`config.mk`:
```
export PLATFORM = sky130hd
export DESIGN_NAME = demux_rr_sched
export DESIGN_NICKNAME = d
export VERILOG_FILES = /design/src/rtl/demux_pkg.sv /design/src/rtl/rr_next_sel.sv /design/src/rtl/demux_rr_sched.sv
export SDC_FILE = /design/constraint.sdc
export NUM_CORES = 1
export LEC_CHECK = 0
export BUFFER_PORTS_ARGS = -buffer_cell sky130_fd_sc_hd__buf_2
export CORE_MARGIN = 3
export CORE_UTILIZATION = 47
export CTS_BUF_LIST = sky130_fd_sc_hd__clkbuf_4
export DETAILED_ROUTE_END_ITERATION = 7
export GPL_TIMING_DRIVEN = 0
export PLACE_DENSITY = 0.75
export SYNTH_ARGS = -nofsm -noshare
export SYNTH_HDL_FRONTEND = slang
export SYNTH_SLANG_ARGS = --single-unit
```
`constraint.sdc`:
```
create_clock -name clk -period 2.7 [get_ports clk]
set_input_delay 0.54 -clock clk [delete_from_list [all_inputs] [get_ports clk]]
set_output_delay 0.54 -clock clk [all_outputs]
set_load 0.03 [all_outputs]
```
`src/rtl/demux_pkg.sv`:
```
// Shared constants, state encoding and decode helper for the round-robin demux scheduler.
package demux_pkg;

  localparam int NCH  = 8;
  localparam int SELW = 3;

  typedef enum logic [1:0] {
    IDLE  = 2'd0,
    SEEK  = 2'd1,
    ROUTE = 2'd2
  } state_t;

  // Decode a channel number into its one-hot channel vector.
  function automatic logic [NCH-1:0] onehot3to8(input logic [SELW-1:0] s);
    logic [NCH-1:0] v;
    v = NCH'(1) << s;
    return v;
  endfunction

endpackage

```
`src/rtl/rr_next_sel.sv`:
```
// Circular priority finder: picks the first eligible channel after cur_sel,
// wrapping around, with cur_sel itself as the last candidate.
module rr_next_sel
  import demux_pkg::*;
(
  input  logic [NCH-1:0]  mask,
  input  logic [SELW-1:0] cur_sel,
  output logic [SELW-1:0] next_sel,
  output logic            found
);

  logic [SELW-1:0] idx;

  // Walk candidates from farthest to nearest so the nearest eligible one wins.
  always_comb begin
    next_sel = cur_sel;
    idx      = cur_sel;
    for (int i = NCH; i >= 1; i--) begin
      idx = cur_sel + SELW'(i);
      if (mask[idx]) next_sel = idx;
    end
  end

  // Any eligible channel means a grant is possible.
  always_comb begin
    found = |mask;
  end

endmodule

```
`src/rtl/demux_rr_sched.sv`:
```
// Round-robin burst scheduler steering one producer stream to eight consumers.
// Each grant lasts up to one burst (or until in_last), separated by one SEEK cycle.
module demux_rr_sched
  import demux_pkg::*;
#(
  parameter int DW = 8,
  parameter int BW = 4
) (
  input  logic            clk,
  input  logic            rst_n,
  input  logic            en,
  input  logic [NCH-1:0]  chan_mask,
  input  logic [BW-1:0]   burst_len,
  input  logic            in_valid,
  input  logic            in_last,
  input  logic [DW-1:0]   in_data,
  output logic            in_ready,
  input  logic [NCH-1:0]  out_ready,
  output logic [NCH-1:0]  out_valid,
  output logic [DW-1:0]   out_data,
  output logic [SELW-1:0] sel,
  output logic            busy,
  output logic            grant_pulse
);

  // burst_len of zero encodes the largest burst, one past the field's range
  localparam logic [BW:0] MAX_LEN = (BW+1)'(2**BW);
  localparam logic [BW:0] ONE_EXT = (BW+1)'(1);

  state_t          state, state_nxt;
  logic [SELW-1:0] sel_nxt;
  logic [BW-1:0]   beat_cnt, cnt_nxt;
  logic            pulse_nxt;
  logic [SELW-1:0] rr_sel;
  logic            rr_found;
  logic            route;
  logic            xfer;
  logic            burst_done;
  logic [BW:0]     eff_len;

  rr_next_sel u_rr (
    .mask     (chan_mask),
    .cur_sel  (sel),
    .next_sel (rr_sel),
    .found    (rr_found)
  );

  // Handshake gating and burst-boundary detection, all zero latency.
  always_comb begin
    route      = (state == ROUTE);
    xfer       = route && in_valid && out_ready[sel];
    eff_len    = (burst_len == '0) ? MAX_LEN : {1'b0, burst_len};
    burst_done = xfer && (in_last || (({1'b0, beat_cnt} + ONE_EXT) == eff_len));
    in_ready   = route && out_ready[sel];
    out_valid  = onehot3to8(sel) & {NCH{in_valid && route}};
    out_data   = in_data;
    busy       = route;
  end

  // Next-state logic: mask and enable are only consulted in IDLE/SEEK, so a
  // channel losing eligibility mid-burst still finishes its burst.
  always_comb begin
    state_nxt = state;
    sel_nxt   = sel;
    cnt_nxt   = beat_cnt;
    pulse_nxt = 1'b0;
    case (state)
      IDLE: begin
        if (en && (|chan_mask)) state_nxt = SEEK;
      end
      SEEK: begin
        if (!en || !rr_found) begin
          state_nxt = IDLE;
        end else begin
          state_nxt = ROUTE;
          sel_nxt   = rr_sel;
          cnt_nxt   = '0;
          pulse_nxt = 1'b1;
        end
      end
      ROUTE: begin
        if (xfer)       cnt_nxt   = beat_cnt + BW'(1);
        if (burst_done) state_nxt = SEEK;
      end
      default: state_nxt = IDLE;
    endcase
  end

  // State register; sel parks on 7 so the first search after reset lands on 0.
  always_ff @(posedge clk or negedge rst_n) begin
    if (!rst_n) begin
      state       <= IDLE;
      sel         <= '1;
      beat_cnt    <= '0;
      grant_pulse <= 1'b0;
    end else begin
      state       <= state_nxt;
      sel         <= sel_nxt;
      beat_cnt    <= cnt_nxt;
      grant_pulse <= pulse_nxt;
    end
  end

endmodule

```
==> impl_metrics.py, run 1 <==
metrics = {
    "outcome": {
        "outcome": "completed",
    },
    "floorplanning": {
        "start_util_pct": 50.24,
        "ios": 55,
        "die_height_um": 63.60,
        "rows": 20,
        "dieArea_um2": 4044,
        "die_x_um": 63.60,
        "coreArea_um2": 3103,
    },
    "route": {
        "viasPerCell": 5.496,
        "drtIter0Drc": 98,
        "antenna_left": 0,
        "wl_per_cell_um": 13.54,
        "wl_um": 3657,
        "via_count": 1484,
        "drt_first_pass_iters": 4,
        "drc": 0,
    },
    "timing": {
        "fmaxAchievable_ghz": 0.3793,
        "min_period_ps": 2637,
        "max-slew-margin-rel_pct": 53.71,
        "rsz0062_at_grt": "no",
        "skew_ps": 8.625,
        "hold_viol_final": 0,
        "slew_viol_final": 0,
        "setup_viol": 0,
        "finalCritPeriodShare_pct": 97.65,
        "tightest_slew_ps": 687.1,
    },
    "synthesis": {
        "synth_seq_cells": 10,
        "synthCells": 168,
        "syn-cell-area_um2": 1559,
        "synth_nets": 213,
        "yosysWarnings": 0,
        "netlist.area_leader.share_pct": 11.80,
        "ys.flop_type": "dfrtp_1",
        "async_flop_share_pct": 100.0,
        "synth_edf_count": 0,
        "synth-seq-area-share_pct": 16.29,
        "yosysTopAreaCell": "mux4_1",
        "synthTopCellsByArea": "mux4_1 12%, dfrtp_1 11%, ha_1 9.6%",
        "ys_types": 51,
        "syn_avg_cell_area_um2": 9.280,
    },
    "global_route": {
        "grt_overflow": 0,
        "grtUsageTotal_pct": 18.03,
        "grt_pass1_vias": 1284,
        "antenna_found_initial": 0,
        "grt_pass1_wl_um": 5865,
        "grt_max_degree": 13,
    },
    "clock_tree": {
        "clock-sinks": 10,
        "htreeDepth": 1,
        "cts_buffers": 3,
        "clockRootBuffer": "clkbuf_4",
        "cts.clk_slew.worst_paths_ps": 70,
        "cts_tree": "done",
        "worst_skew_pair.late_latency_ps": 260,
        "cts_buffer_depth": 2,
    },
    "final_layout": {
        "drive_gt1_share_pct": 43.36,
        "n_antenna_cell": 0,
        "instances_no_fill": 270,
        "syn2layout_area_growth_pct": 27.37,
        "nNetsFinal": 272,
        "utilization_pct": 63.99,
        "fillers": 304,
    },
    "worst_setup_path": {
        "cp-end-kind": "flop",
        "reg2reg_setup_slack_ps": 60,
        "worstReg2RegEnd": "sel[1]",
        "start_kind": "flop",
        "timing.rr.start": "sel[0]",
        "critical_path.startpoint": "sel[0]",
        "crit_buf_inv": 2,
        "critical_path_depth": 8,
        "worst_path_max_delay_cell": "mux4_1",
        "path_cells": "buf_12 > buf_6 > mux4_1 > mux2_2 > and3_1 > a2111oi_2 > o22ai_1 > mux2i_1",
        "endpoint": "sel[1]",
        "crit_family": "multiplexers",
        "worstPathRequired_ps": 2890,
        "cp_slowest_stage_delay_ps": 620,
        "reg2regPathDepth": 8,
        "worstPathArrival_ps": 2820,
        "worstSetupPathType": "flop to flop",
        "crit_path_max_fanout": 12,
    },
    "power_and_ir_drop": {
        "ir_drop_v": 0.0005801,
        "cellPowerDensity_nw_per_um2": 1227,
        "leakagePower_nw": 0.9338,
    },
    "placed_design": {
        "dp_cells": 258,
        "place_hpwl_um": 2948,
        "io_buffers": 46,
        "place.gp.congestion": 0.8744,
    },
    "worst_hold_path": {
        "hp-class": "primary input to asynchronous set/reset pin",
    },
    "job": {
        "cap_viol_max_count": 0,
    },
}
## where the power goes
group          leakage, nW  internal [W]  switching [W]
sequential           0.125      0.000214      0.0000411
clock               0.0184     0.0000670      0.0000481
combinational        0.790      0.000988        0.00108
total                0.934       0.00127        0.00117
## logic make-up (layout without fill, tap and decap cells)
group | after synthesis | count (layout) | synth area share (%)
simple gates | 57 | 57 | 18.30
compound gates | 34 | 34 | 14.21
mux | 26 | 26 | 28.65
buf+inv | 23 | 81 | 9.550
fa+ha+maj | 12 | 12 | 9.631
flops | 10 | 10 | 16.29
xor+xnor | 6 | 6 | 3.371
## repair_timing
action,4_1_cts,5_1_grt
cloned,0,0
resized for setup,4,4
pin swaps,1,2
hold buffers,0,0
buffers inserted,6,4
endpoints found under the setup margin,4,4
## registers in the layout, indices dropped and copies added (netlist names)
name,flops
beat_cnt,4
sel,3
grant_pulse,1
state,2
## Yosys cell counts (all sizes together), types with 2 or more instances
cell type  count
dfrtp          7
o21ai          9
nor2          11
mux2           5
inv            9
buf           13
ha            12
or4            2
nand3b         2
nand2         17
nand2b         3
xnor2          4
nor2b          4
nand3          6
nor3           3
a21oi         10
xor2           2
and3           4
dfstp          3
mux2i         11
mux4          10
## routing by layer
metal,vias to the layer above,GRT usage (%),part of all wire (%)
met5,-,0,0
met4,0,3.774,0.98
met3,4,3.743,5.3
met2,47,29.73,49
met1,701,24.30,45
li1,732,-,-
## cell usage in the layout, fill, tap and decap left out, types with 5 or more instances in the layout
cell     Yosys  final
buf_4       10     17
mux2i_1      8      7
inv_1        8      6
a21oi_1     10     10
o21ai_0      8      7
nand3_1      6      6
ha_1        12     10
nor2_1      11     11
dfrtp_1      7      7
mux2_2       5      5
buf_2        1     47
mux4_1       7      6
nand2_1     17     17
## cell type report
class	instances	area (µm²)	share of cell area (%)
Multi-Input combinational cell	135	1201	60.49
Sequential cell	10	254.0	12.79
Timing Repair Buffer	56	309.0	15.56
Tap cell	44	55.05	2.773
Inverter	9	36.28	1.827
Buffer	12	100.1	5.041
Clock buffer	4	30.03	1.512
## worst min-delay path by stage
| stage | startpoint | endpoint | slack [ps] | depth (start not counted) |
|---|---|---|---|---|
| floorplan | rst_n | beat_cnt[0] | 240 | 0 |
| global placement | rst_n | beat_cnt[2] | 410 | 1 |
| detailed placement | rst_n | beat_cnt[2] | 410 | 1 |
| CTS | rst_n | beat_cnt[2] | 120 | 1 |
| global route | rst_n | beat_cnt[3] | 120 | 1 |
| finish | rst_n | beat_cnt[2] | 120 | 1 |
## stage by stage
| stage | hold WS, ps | total power, W | cell area, µm² | TNS, ps | setup slack [ps] |
|---|---|---|---|---|---|
| after floorplan | 244.4 | 0.001818 | 1599 | -148.1 | -74.45 |
| after global placement | 408.4 | 0.002115 | 1884 | -554.5 | -210.0 |
| after detailed placement | 411.1 | 0.002143 | 1884 | -561.2 | -213.4 |
| after CTS | 121.2 | 0.002338 | 1941 | 0 | 10.56 |
| after global routing | 120.3 | 0.002644 | 1986 | 0 | 7.484 |
| final | 120.5 | 0.002437 | 1986 | 0 | 63.35 |
No activity file was read; power rests on OpenSTA's default activity.
==> inputs of run 2 (changes only) <==
Settings changed: CORE_UTILIZATION 47 to 49, PLACE_DENSITY 0.75 to 0.76, SYNTH_HIERARCHICAL from default to 1.
==> impl_metrics.py, run 2 <==
metrics = {
    "final_layout": {
        "nNetsFinal": 303,
        "mostFrequentLayoutCell": "buf_2",
        "syn2layout_area_growth_pct": 27.05,
        "n_antenna_cell": 0,
        "regMostFlops": "beat_cnt",
        "largest_register_ffs": 4,
        "drive_gt1_share_pct": 42.75,
        "final_cell_mix": "48 x buf_2, 21 x mux2i_1, 20 x buf_4",
        "reg_top3": "beat_cnt: 4 flops, sel: 3 flops, state: 2 flops",
        "fin_area_um2": 2303,
    },
    "synthesis": {
        "synthCells": 201,
        "async_flop_share_pct": 100.0,
        "synth_most_common_cell": "mux2i_1",
        "synth_nets": 241,
        "syn-cell-area_um2": 1813,
        "ys.flop_type": "dfrtp_1",
        "syn_avg_cell_area_um2": 9.020,
        "synth-seq-area-share_pct": 14.01,
        "yosysTopAreaCell": "mux2i_1",
        "netlist_top_cells_count": "23 x mux2i_1, 18 x nor2_1, 14 x nand2_1",
        "synth_seq_cells": 10,
        "yosysWarnings": 6,
        "synth_edf_count": 0,
        "netlist.area_leader.share_pct": 12.70,
        "ys_types": 55,
        "synthTopCellsByArea": "mux2i_1 13%, dfrtp_1 9.7%, mux4_2 8.7%",
    },
    "timing": {
        "fmaxAchievable_ghz": 0.3664,
        "hold_viol_final": 0,
        "setup_viol": 2,
        "min_period_ps": 2729,
        "tns_ps": -39.53,
        "slew_viol_final": 0,
        "rsz0062_at_grt": "yes",
        "worst_slack_ps": -29.11,
        "tightest_slew_ps": 499.5,
        "skew_ps": 1.139,
        "finalCritPeriodShare_pct": 101.1,
        "hold_ws_ps": 124.3,
        "max-slew-margin-rel_pct": 66.70,
    },
    "power_and_ir_drop": {
        "clockPowerShare_pct": 3.6,
        "cellPowerDensity_nw_per_um2": 1306,
        "leakagePower_nw": 1.041,
        "ir_drop_v": 0.0006412,
        "seqPwrFrac_pct": 9.6,
        "power_frac_comb_pct": 86.8,
        "p_sw_w": 0.001459,
        "p_int_w": 0.001548,
        "switching_share_pct": 48.52,
    },
    "route": {
        "drc": 0,
        "antenna_left": 0,
        "viasPerCell": 5.756,
        "drt_first_pass_iters": 4,
        "wl_per_cell_um": 14.65,
        "drtIter0Drc": 76,
        "via_count": 1773,
        "wl_um": 4511,
    },
    "job": {
        "cap_viol_max_count": 0,
    },
    "placed_design": {
        "place_hpwl_um": 3410,
        "io_buffers": 46,
        "place.gp.congestion": 0.8413,
        "placed_area_um2": 2131,
    },
    "worst_setup_path": {
        "worstPathRequired_ps": 2920,
        "worst_path_max_delay_cell": "dfstp_2",
        "start_kind": "flop",
        "worstPathArrival_ps": 2950,
        "reg2regPathDepth": 10,
        "crit_path_max_fanout": 5,
        "critical_path_depth": 10,
        "path_cells": "buf_12 > clkinvlp_4 > ha_4 > mux4_2 > mux2i_2 > buf_4 > o311a_1 > a41oi_2 > a311oi_2 > mux2_4",
        "cp_slowest_stage_delay_ps": 570,
        "crit_family": "multiplexers",
        "crit_buf_inv": 3,
        "cp-end-kind": "flop",
        "worstSetupPathType": "flop to flop",
    },
    "floorplanning": {
        "coreArea_um2": 3442,
        "die_x_um": 66.83,
        "rows": 21,
        "dieArea_um2": 4466,
        "ios": 55,
        "start_util_pct": 52.67,
        "die_height_um": 66.83,
    },
    "clock_tree": {
        "clockRootBuffer": "clkbuf_4",
        "htreeDepth": 1,
        "worst_skew_pair.late_latency_ps": 270,
        "cts.clk_slew.worst_paths_ps": 70,
        "postCtsHoldBufs": 0,
        "cts_buffers": 3,
        "cts_buffer_depth": 2,
        "cts_tree": "done",
        "clock-sinks": 10,
    },
    "global_route": {
        "grtUsageTotal_pct": 20.96,
        "grt_pass1_vias": 1610,
        "grt_pass1_wl_um": 7320,
        "antenna_found_initial": 0,
        "grt_max_degree": 19,
        "grt_overflow": 0,
    },
    "outcome": {
        "violations": "negative setup slack",
        "outcome": "finished with violations",
    },
    "worst_hold_path": {
        "hp-class": "primary input to asynchronous set/reset pin",
    },
}
[run 2: changes by cell type after synthesis, sizes merged, moves of 4 or more]
cell,delta
mux2i,+12
o211ai,+7
buf,+4
nor2,+7
o21ai,-4
ha,-5
o22ai,+4
mux2,+7
xnor2,+4
a21oi,-9
[run 2: final timing paths]
path | startpoint | to | slack (ps)
setup / recovery | sel[0] | sel[1] | -30
hold / removal | rst_n | state[1] | 120
setup reg to reg | sel[0] | sel[1] | -30
hold reg to reg | beat_cnt[1] | beat_cnt[1] | 550
max in group asynchronous | rst_n | sel[2] | 2320
min in group clk | beat_cnt[1] | beat_cnt[1] | 550
[run 2: worst reg2reg max path, stage by stage (launching register included)]
cell	delay [ps]
dfstp_2	570
buf_12	120
clkinvlp_4	120
ha_4	320
mux4_2	370
mux2i_2	230
buf_4	160
o311a_1	160
a41oi_2	140
a311oi_2	300
mux2_4	190
[run 2: repair_timing]
action	CTS	global route
buffers inserted	1	11
resized for setup	6	7
endpoints found under the setup margin	3	3
pin swaps	1	6
[run 2: layout make-up]
class                           instances  area, µm²
Timing Repair Buffer                   58      336.6
Clock buffer                            3      22.52
Fill cell                             289       1139
Clock inverter                          1      3.754
Tap cell                               46      57.56
Multi-Input combinational cell        164       1440
Inverter                                9      45.04
Buffer                                 17      143.9
Sequential cell                        10      254.0
[run 2: cell families (layout without fill, tap and decap cells)]
logic type,count (synthesis),count (layout),synth area share [%]
and+or+nand+nor,66,66,19.67
muxes,43,43,30.30
AOI/OAI and AO/OA,37,37,16.91
buffers and inverters,27,88,8.971
xor gates and xnor gates,11,11,5.314
DFF,10,10,14.01
adders and majority gates,7,7,4.831
[run 2: per-stage QoR]
step | instances | total power (W) | utilization [%] | setup slack (ps)
floorplan | 201 | 0.002126 | - | 1.498
global placement | 293 | 0.002503 | 61.90 | -168.3
detailed placement | 293 | 0.002522 | 61.90 | -154.6
CTS | 297 | 0.002721 | 63.25 | 0.5767
global route | 308 | 0.003257 | 66.92 | -160.1
finish | 308 | 0.003007 | 66.92 | -29.11
[run 2: metal layers]
metal	track usage, %	routed length (µm)	up-vias	part of all wire (%)
met1	30.25	2096	829	46
met4	3.807	26	0	0.58
met5	0	0	-	0
met3	3.541	220	4	4.9
met2	32.92	2168	56	48
li1	-	-	884	-
[run 2: power by group through the flow]
stage / registers (W) / clock network [W] / logic (W)
after floorplan: 0.000334 / 0 / 0.00179
after global placement: 0.000286 / 0 / 0.00222
after detailed placement: 0.000288 / 0 / 0.00223
after CTS: 0.000288 / 0.000110 / 0.00232
after global routing: 0.000300 / 0.000124 / 0.00283
final: 0.000289 / 0.000108 / 0.00261
